--- config.mk ---
export PLATFORM = sky130hd
export DESIGN_NAME = cache_arbiter
export DESIGN_NICKNAME = d
export VERILOG_FILES = /design/src/rtl/arbiter_types_pkg.sv /design/src/rtl/rr_grant2.sv /design/src/rtl/cache_arbiter.sv
export SDC_FILE = /design/constraint.sdc
export NUM_CORES = 1
export LEC_CHECK = 0
export BUFFER_PORTS_ARGS = -buffer_cell sky130_fd_sc_hd__clkbuf_2
export CORE_AREA = 2 2 544 546
export CTS_CLUSTER_SIZE = 30
export DETAILED_ROUTE_END_ITERATION = 16
export DIE_AREA = 0 0 546 548
export GPL_TIMING_DRIVEN = 0
export PLACE_DENSITY_LB_ADDON = 0.15
export REMOVE_ABC_BUFFERS = 1
export SYNTH_ARGS = -nofsm -noshare
export SYNTH_HDL_FRONTEND = slang
export SYNTH_HIERARCHICAL = 1
export SYNTH_SLANG_ARGS = --single-unit
--- constraint.sdc ---
create_clock -name clk -period 2.2 [get_ports clk]
set_clock_uncertainty 0.1 [all_clocks]
set_input_delay 0.11 -clock clk [delete_from_list [all_inputs] [get_ports clk]]
set_output_delay 0.11 -clock clk [all_outputs]
set_load 0.1 [all_outputs]
--- src/rtl/arbiter_types_pkg.sv ---
// arbiter_types_pkg: shared state/client enums and default widths for the cache arbiter.
package arbiter_types_pkg;
  localparam int ADDR_W = 32;
  localparam int LINE_W = 256;
  typedef enum logic [1:0] {IDLE, SERVE_I, SERVE_D} arb_state_t;
  typedef enum logic {CLIENT_I, CLIENT_D} arb_client_t;
endpackage

--- src/rtl/rr_grant2.sv ---
// rr_grant2: two-requester round-robin grant; last_grant advances only when update is high.
module rr_grant2
  import arbiter_types_pkg::*;
(
  input  logic        clk,
  input  logic        rst,
  input  logic        req_i,
  input  logic        req_d,
  input  logic        update,
  output logic        valid,
  output arb_client_t grant
);
  arb_client_t last_grant;
  assign valid = req_i | req_d;
  always_comb grant = (req_i && req_d) ? (last_grant == CLIENT_D ? CLIENT_I : CLIENT_D) :
                      (req_i ? CLIENT_I : CLIENT_D);
  always_ff @(posedge clk) begin
    if (rst) last_grant <= CLIENT_D;
    else if (update && valid) last_grant <= grant;
  end
endmodule

--- src/rtl/cache_arbiter.sv ---
// cache_arbiter: arbitrates I-cache fills and D-cache fills/write-backs onto one physical memory port.
module cache_arbiter
  import arbiter_types_pkg::arb_state_t, arbiter_types_pkg::arb_client_t,
         arbiter_types_pkg::IDLE, arbiter_types_pkg::SERVE_I, arbiter_types_pkg::SERVE_D,
         arbiter_types_pkg::CLIENT_I, arbiter_types_pkg::CLIENT_D;
#(
  parameter int ADDR_W = arbiter_types_pkg::ADDR_W,
  parameter int LINE_W = arbiter_types_pkg::LINE_W
) (
  input  logic              clk,
  input  logic              rst,
  input  logic              i_pmem_read,
  input  logic [ADDR_W-1:0] i_pmem_address,
  output logic [LINE_W-1:0] i_pmem_rdata,
  output logic              i_pmem_resp,
  input  logic              d_pmem_read,
  input  logic              d_pmem_write,
  input  logic [ADDR_W-1:0] d_pmem_address,
  input  logic [LINE_W-1:0] d_pmem_wdata,
  output logic [LINE_W-1:0] d_pmem_rdata,
  output logic              d_pmem_resp,
  output logic              mem_read,
  output logic              mem_write,
  output logic [ADDR_W-1:0] mem_address,
  output logic [LINE_W-1:0] mem_wdata,
  input  logic [LINE_W-1:0] mem_rdata,
  input  logic              mem_resp
);
  localparam logic [ADDR_W-1:0] LINE_MASK = ~ADDR_W'(LINE_W / 8 - 1);
  arb_state_t        state, next_state;
  arb_client_t       grant;
  logic              grant_valid;
  logic              take;
  logic              done;
  logic [ADDR_W-1:0] req_addr;
  assign take = (state == IDLE) && grant_valid;
  assign done = (state != IDLE) && mem_resp;
  rr_grant2 u_rr (
    .clk    (clk),
    .rst    (rst),
    .req_i  (i_pmem_read),
    .req_d  (d_pmem_read | d_pmem_write),
    .update (take),
    .valid  (grant_valid),
    .grant  (grant)
  );
  always_comb begin
    req_addr   = (grant == CLIENT_D ? d_pmem_address : i_pmem_address) & LINE_MASK;
    next_state = take ? (grant == CLIENT_D ? SERVE_D : SERVE_I) : (done ? IDLE : state);
  end
  // A D-side write wins over a simultaneous D-side read for the same grant.
  always_ff @(posedge clk) begin
    if (rst) begin
      state       <= IDLE;
      mem_read    <= 1'b0;
      mem_write   <= 1'b0;
      mem_address <= '0;
      mem_wdata   <= '0;
    end else begin
      state <= next_state;
      if (take) begin
        mem_read    <= (grant == CLIENT_I) || !d_pmem_write;
        mem_write   <= (grant == CLIENT_D) && d_pmem_write;
        mem_address <= req_addr;
        mem_wdata   <= grant == CLIENT_D ? d_pmem_wdata : '0;
      end else if (done) begin
        mem_read  <= 1'b0;
        mem_write <= 1'b0;
      end
    end
  end
  assign i_pmem_rdata = mem_rdata;
  assign d_pmem_rdata = mem_rdata;
  assign i_pmem_resp  = mem_resp && (state == SERVE_I);
  assign d_pmem_resp  = mem_resp && (state == SERVE_D);
endmodule

Yosys cells after proc, flatten, opt, wreduce, memory -nomap -nowiden
Cells that the tools add are included.
- bits in registers: 288
- logic and storage cells: 34
- equality and inequality tests: 2
- muxes and demuxes: 11
- bitwise operators: 3
- reduce and logical (&&, ||, !) cells: 12
- operators by type and width (kind ; number):
    256-bit 2-to-1 mux ; 1
    32-bit 2-to-1 mux ; 1
    1-bit logical AND ; 7
    1-bit 2-to-1 mux ; 6
    2-bit 2-to-1 mux ; 3
    2-bit nonzero test ; 2
    2-bit by 1-bit == test with 1-bit output, second input constant ; 1
    2-bit == test, second input constant ; 1
    2-bit zero test ; 1
    1-bit OR ; 2
    1-bit zero test ; 1
    1-bit logical OR ; 1
    1-bit inverter ; 1

Longest topological paths before layout
Gate-level depths: netlist of run 1.
- depth in word-level cells: 6
- mapped depth: 9
- mapped depth without buffers: 6

Cells and area by module
Netlist of run 1, hierarchy kept.
- by module, submodules not included (module ; instances ; cells each ; area each (µm²)):
    cache_arbiter ; 1 ; 1798 ; 14824.2
    rr_grant2 ; 1 ; 7 ; 57.6

Worst setup path after synthesis of run 1
OpenSTA, ideal clock, no wires.
- path kind: register to output
- from: reg state[1]
- to: out d_pmem_resp
- arrival time: 2.574 ns
- data required time: 1.990 ns
- path slack: -0.584 ns
- cell stages (with the launch flop): 2
- buffers on the path: 0
- cells stage by stage: dfxtp_1 > nor3b_1
- word-level cells in the longest chain between the ends: 2
- RTL lines (what ; line ; source):
    start, declared ; cache_arbiter.sv:30 ; arb_state_t state, next_state;
    start signal, assigned ; cache_arbiter.sv:60 ; state <= next_state;
    2-bit == test ; cache_arbiter.sv:75 ; assign d_pmem_resp = mem_resp && (state == SERVE_D);
    1-bit logical AND ; cache_arbiter.sv:75 ;
    end, declared ; cache_arbiter.sv:21 ; output logic d_pmem_resp,
Every way passes these cells.

Worst setup path in the final report of run 1
- from: in i_pmem_read
- to: reg mem_wdata[193]
- RTL lines (what ; line ; source):
    start, declared ; cache_arbiter.sv:12 ; input logic i_pmem_read,
    1-bit OR ; rr_grant2.sv:14 ; assign valid = req_i | req_d;
    named net grant_valid ; cache_arbiter.sv:32 ; logic grant_valid;
    1-bit logical AND ; cache_arbiter.sv:36 ; assign take = (state == IDLE) && grant_valid;
    end signal, assigned ; cache_arbiter.sv:65 ; mem_wdata <= grant == CLIENT_D ? d_pmem_wdata : '0;
    end, declared ; cache_arbiter.sv:25 ; output logic [LINE_W-1:0] mem_wdata,
The timed path passes the listed nets, and every way through them passes these cells.
A chain may end at the register's enable or synchronous reset.

==> qor.txt, run 1 <==
status = finished with violations
failing checks = setup timing
GPL Wtd Cong = 0.9882
main flop type after synthesis = dfxtp_1
DRT Pass-1 Iters = 5
number of nets with antenna violations after routing = 0
Post-synth EDFFs = 0
fin. max-slew vios = 0
drt drc = 0
fraction of registers with async set/reset = 0
row count = 199
Worst path top cell family by delay = buffers and inverters
Util after Layout = 0.08500
width of the die = 546 microns
Iteration-0 DRC Markers = 1,522
Startpoint Class = input pin
most frequent cell after synthesis = buf_4
post-synth top area cell = dfxtp_1
core box area = 293,100 sq um
Worst Max-Slew Pin Slew = 1.122 ns
WL per Instance = 48.62 microns
number of levels in the clock H-tree = 2
# nets final = 2,814
clk_lat worst skew = 0.69 ns
period utilisation layout = 1.001
Post-Layout Cell Count = 6,192
Worst Path Required = 2.70 ns
largest cells by area after synthesis = dfxtp_1 39%, buf_4 26%, a21oi_1 7.6%, nand3_1 7.6%, nand2_1 6.5%
Hold WS = 0.09374 ns
CTS tree = built
clk sinks = 288
Pwr Density = 903.6 nW/um^2
Min-Delay Startpoint = d_pmem_wdata[45]
final count of hold timing violations = 0
yosys warns = 6
routed vias/inst = 2.718
Die Y = 548 microns
power consumption = 22.51 mW
Syn-to-layout area delta = 67.39%
Die ar. = 299,200 sq um
RSZ-0062 raised after global routing = true
grt met2 use = 0.2797
cell area after synthesis = 14,880 sq um
Routed WL = 301,100 microns
critical path type = in -> reg
Peak VDD IR = 0.0006804 V
gr usage total = 0.1933
worst setup path start = i_pmem_read
Initial Util = 0.05078
Syn Inst Count = 1,805
post-route cell area = 24,910 sq um
busiest layer in global routing = met2
Crit Path Max Fanout = 47
crit-path cells = dlygate4sd3_1, clkbuf_2, or2_2, or3b_4, buf_6, buf_16, clkbuf_16, nand2_1, a21oi_1
fmax = 454.2 MHz
io pins = 1,386
dpl cell area = 18,840 sq um
vias in the first global route = 15,420
Setup Viol. Count Final = 2
ratio of cells with drive above 1 in the final layout = 0.3769
Max Root-Sink Buffers = 3
Yosys top cell area share = 0.3874
TritonCTS buffer count = 50
routing usage on met3 = 0.2545
Slew HR = 0.2555
CTS root buf = clkbuf_16
Max stage delay cell, worst path = dlygate4sd3_1
commonest cells in the netlist = 517 x buf_4, 288 x dfxtp_1, 258 x nand2_1
Syn Area/Cell = 8.245 sq um
Setup crit end kind = flip-flop
WP data arrival = 2.70 ns
P_leak = 9.201 nW
placed cell count = 5,710
max-cap violations = 0
Port-buffer cells = 602
global-route wire length before repair = 337,400 microns
DP HPWL = 248,500 microns
WP buf/inv = 5
via count = 16,830
Crit Reg-Reg Startpoint = state[1]
synth unique cells = 30
post-synthesis sequential area ratio = 0.3874
Yosys reg bits = 288
min cycle time layout = 2.201 ns
met1 usage = 0.1247
clk slew on worst S/H paths = 0.05 ns
Hold Path Class = in -> reg
initial antenna violation count = 17
max incr delay on CP = 0.56 ns
final worst slack = -0.001458 ns
largest net degree at the start of global routing = 85
gr ovfl total = 0
power by group:
group	switching, mW	total, mW	internal (mW)
clock network	3.72	8.44	4.72
registers	0.243	5.91	5.67
logic	6.19	8.16	1.97
cell families after synthesis:
kind of cell | Yosys count | share of synthesized area
buffers and inverters | 647 | 0.3108
AND/OR/NAND/NOR | 551 | 0.1718
AO/OA/AOI/OAI | 291 | 0.1116
flip-flops | 288 | 0.3874
multiplexers | 27 | 0.01816
other | 1 | 0.0002520
worst register-to-register path, stage by stage, from the launching register on:
cell	delay, ns
dfxtp_4	0.37
or3b_4	0.50
buf_16	0.21
inv_6	0.48
nand3_1	0.31
a21oi_1	0.18
metrics by stage:
step                setup TNS [ns]  setup WS, ns
detailed placement         -317.77        -1.737
CTS                       -0.08669      -0.02423
floorplan                 -4519.25        -16.13
global route              -0.03970      -0.01013
global placement                 -        -46.46
finish                   -0.002041     -0.001458
layer usage:
layer	vias to the layer above	wire, microns	part of all wire
li1	6330	-	-
met3	268	82840	0.28
met1	7713	70660	0.23
met4	57	17080	0.057
met2	2461	123700	0.41
met5	-	6741	0.022
state kept, by name, indices dropped and copies added (netlist names):
| register | flops |
|---|---|
| mem_read | 1 |
| state | 2 |
| mem_address | 27 |
| mem_wdata | 256 |
| u_rr/last_grant | 1 |
| mem_write | 1 |
timing repair:
action                                  CTS  global route
cloned                                   19             8
pin swaps                                 3             4
hold buffers                            328             0
gates resized for setup                  36            18
setup buffers                            27             9
endpoints found under the hold margin   288             0
endpoints found under the setup margin  287            95
area by class of cell:
type	count	area [sq um]
clock inverter	19	224.0
inverter	3	27.53
antenna	2	5.005
timing repair buffer	1009	7836
multi-input combinational	877	4697
clock buffer	72	1414
fill	34390	268200
tap	3919	4903
sequential	288	5777
timing repair inverter	3	26.28
path summary, 6_finish.rpt:
check,end,slack [ns],cells past startpoint
max,mem_wdata[193],-0.001,9
min,mem_wdata[45],0.09,4
max reg2reg,mem_wdata[177],-0.001,5
min reg2reg,mem_wdata[102],0.35,2
cell usage in the layout (no fill, tap or decap), drive strengths merged, types with 4 or more instances in the layout:
master / netlist / final
nand2: 258 / 258
clkbuf: 74 / 682
clkinvlp: 0 / 4
buf: 570 / 64
a211oi: 27 / 27
dfxtp: 288 / 288
nor2: 31 / 31
a21oi: 257 / 257
nand3: 256 / 256
dlygate4sd3: 0 / 328
conb: 1 / 5
clkinv: 0 / 12
mux2i: 27 / 27
bufbuf: 0 / 7
inv: 3 / 7
(Power assumes the default switching activity.)
==> run 2: changes to the inputs <==
Settings changed: SETUP_SLACK_MARGIN set to 0.05, TNS_END_PERCENT set to 30.
==> run 2 against run 1 <==
The run now ends clean. First-iteration DRC count is 3.4% lower. Setup slack better by 0.023 ns. Critical endpoint is now mem_wdata[194]. Via count hardly changed. Count of clock-buffer cells in the layout stayed put. Fmax is 1.1% higher. Total power is 0.34% higher. Final cell count hardly changed. Hold slack worse by 0.0016 ns.
==> qor.txt, run 2 (synthesis gave the netlist of run 1 again) <==
status = finished clean
reg2reg path depth = 7 (+2)
CTS root buf = clkbuf_16
Port-buffer cells = 602 (unchanged)
Setup Viol. Count Final = 0 (-2)
max-cap violations = 0 (unchanged)
fin. max-slew vios = 0 (unchanged)
hold endpoint = mem_wdata[8]
io pins = 1,386 (unchanged)
WP data arrival = 2.62 ns (-0.08 ns)
row count = 199 (unchanged)
Worst Max-Slew Pin Slew = 1.008 ns (-0.1135 ns)
P_leak = 9.249 nW (+0.52%)
Iteration-0 DRC Markers = 1,470 (-3.4%)
global-route wire length before repair = 337,500 microns (about the same)
Hold Path Class = in -> reg
Clk pwr share = 0.374 (about the same)
width of the die = 546 microns (unchanged)
WL per Instance = 48.62 microns (about the same)
RSZ-0062 raised after global routing = true
Comb pwr share = 0.365 (+0.002)
routed vias/inst = 2.715 (about the same)
critical path type = reg -> reg
gr ovfl total = 0 (unchanged)
Flop pwr share = 0.261 (-0.002)
number of nets with antenna violations after routing = 0 (unchanged)
final count of hold timing violations = 0 (unchanged)
pre-CTS WS = -1.737 ns (unchanged)
reg2reg end = mem_wdata[194]
CTS tree = built
Die Y = 548 microns (unchanged)
vias in the first global route = 15,410 (-0.084%)
Switching Share = 0.4516 (about the same)
FF-to-FF setup slack = 0.02 ns (+0.02 ns)
DP HPWL = 248,500 microns (unchanged)
Crit Path Max Fanout = 34 (-28%)
Routed WL = 301,200 microns (about the same)
Syn-to-layout area delta = 68.72%
dpl cell area = 18,840 sq um (unchanged)
Largest register FFs = 256 (unchanged)
Min-Delay Startpoint = d_pmem_wdata[8]
Peak VDD IR = 0.0006837 V (+0.49%)
ratio of cells with drive above 1 in the final layout = 0.3850 (+0.008027)
Pint = 12.39 mW (+0.28%)
Slew HR = 0.3308 (+0.07535)
clk_lat worst skew = 0.70 ns (about the same)
Startpoint Class = flip-flop
number of levels in the clock H-tree = 2 (unchanged)
initial antenna violation count = 17 (unchanged)
NetSw = 10.20 mW (+0.42%)
period utilisation layout = 0.9900 (-0.01067)
drt drc = 0 (unchanged)
Biggest register = mem_wdata
via count = 16,820 (-0.048%)
post-route cell area = 25,110 sq um (+0.80%)
GPL Wtd Cong = 0.9882 (unchanged)
Crit Reg-Reg Startpoint = state[1]
Min-Delay Path Depth = 4 (unchanged)
min cycle time layout = 2.178 ns (-0.02348 ns)
gr usage total = 0.1933 (about the same)
Post-Layout Cell Count = 6,195 (+0.048%)
fmax = 459.1 MHz (+1.1%)
TritonCTS buffer count = 50 (unchanged)
clk slew on worst S/H paths = 0.06 ns (about the same)
final worst slack = 0.02202 ns (+0.02348 ns)
placed cell count = 5,710 (unchanged)
Initial Util = 0.05078 (unchanged)
Max Root-Sink Buffers = 3 (unchanged)
clk sinks = 288 (unchanged)
most frequent cells in the layout = 587 x clkbuf_2, 328 x dlygate4sd3_1, 285 x dfxtp_1
DRT Pass-1 Iters = 5 (unchanged)
Setup crit end kind = flip-flop
Die ar. = 299,200 sq um (unchanged)
core box area = 293,100 sq um (unchanged)
Regs by FF count = mem_wdata x256, mem_address x27, state x2
Hold WS = 0.09214 ns (-0.001594 ns)
largest net degree at the start of global routing = 85 (unchanged)
Pwr Density = 899.5 nW/um^2 (-0.45%)
Worst Path Required = 2.64 ns (-0.06 ns)
commonest non-fill, non-tap cell in the layout = clkbuf_2
# nets final = 2,816 (+0.071%)
-- run 2: cell count changes in the layout (fill, tap and decap cells not counted), sizes merged --
cell,delta
inv,-1
buf,+9
clkbuf,-6
diode,+1
bufbuf,-1
clkinv,+1
-- run 2: worst max-delay path by stage --
stage	from	endpoint	slack, ns	cells past startpoint
3_5_place_dp	d_pmem_write	mem_wdata[187]	-1.74	10
3_3_place_gp	d_pmem_write	mem_wdata[187]	-46.46	6
6_report	state[1]	mem_wdata[194]	0.02	7
5_1_grt	u_rr/last_grant	mem_address[30]	0.02	10
2_1_floorplan	u_rr/last_grant	mem_address[10]	-16.13	3
4_1_cts	u_rr/last_grant	mem_address[30]	-0.002	9
-- run 2: worst max-delay path, stage by stage, from the launching register on --
cell,delay (ns)
dfxtp_4,0.37
or3b_4,0.51
buf_16,0.22
buf_12,0.14
buf_16,0.17
clkbuf_16,0.27
nand2_1,0.08
a21oi_1,0.05
-- run 2: power groups by stage --
stage          clock network, mW  logic (mW)  registers (mW)
2_1_floorplan                  0        1.55            9.11
3_5_place_dp                   0        6.87            6.01
3_3_place_gp                   0        5.42            5.84
6_report                    8.44        8.24            5.91
5_1_grt                     9.05        8.62            5.96
4_1_cts                     8.92        8.26            5.91
-- run 2: repair_timing --
action | CTS | global route
endpoints found under the setup margin | 296 | 165
hold endpoints to repair | 288 | 0
cloned | 21 | 7
pin swaps | 18 | 5
hold buffers | 328 | 0
setup buffers | 27 | 8
gates resized for setup | 66 | 26
-- run 2: through the flow --
| step | util | power [mW] | TNS (ns) |
|---|---|---|---|
| 5_1_grt | 0.08568 | 23.64 | 0 |
| 4_1_cts | 0.08455 | 23.09 | -0.001674 |
| 2_1_floorplan | - | 10.66 | -4519.25 |
| 3_3_place_gp | 0.06211 | 11.26 | - |
| 6_report | 0.08568 | 22.59 | 0 |
| 3_5_place_dp | 0.06428 | 12.88 | -317.77 |
-- run 2: layer usage --
layer / up-vias / track usage / routed length, microns
met5: - / 0.1565 / 6383
met1: 7698 / 0.1243 / 70280
met4: 51 / 0.09513 / 17080
li1: 6334 / - / -
met2: 2469 / 0.2799 / 124100
met3: 269 / 0.2567 / 83400
-- run 2: area by class of cell --
type / count / area [sq um]
diodes: 3 / 7.507
clock buffers: 72 / 1414
clock inverters: 19 / 224.0
fillers: 34370 / 268000
inverters: 3 / 37.54
multi-input cells: 877 / 4798
flip-flops and latches: 288 / 5777
well taps: 3919 / 4903
repair buffers: 1011 / 7919
repair inverters: 3 / 28.78
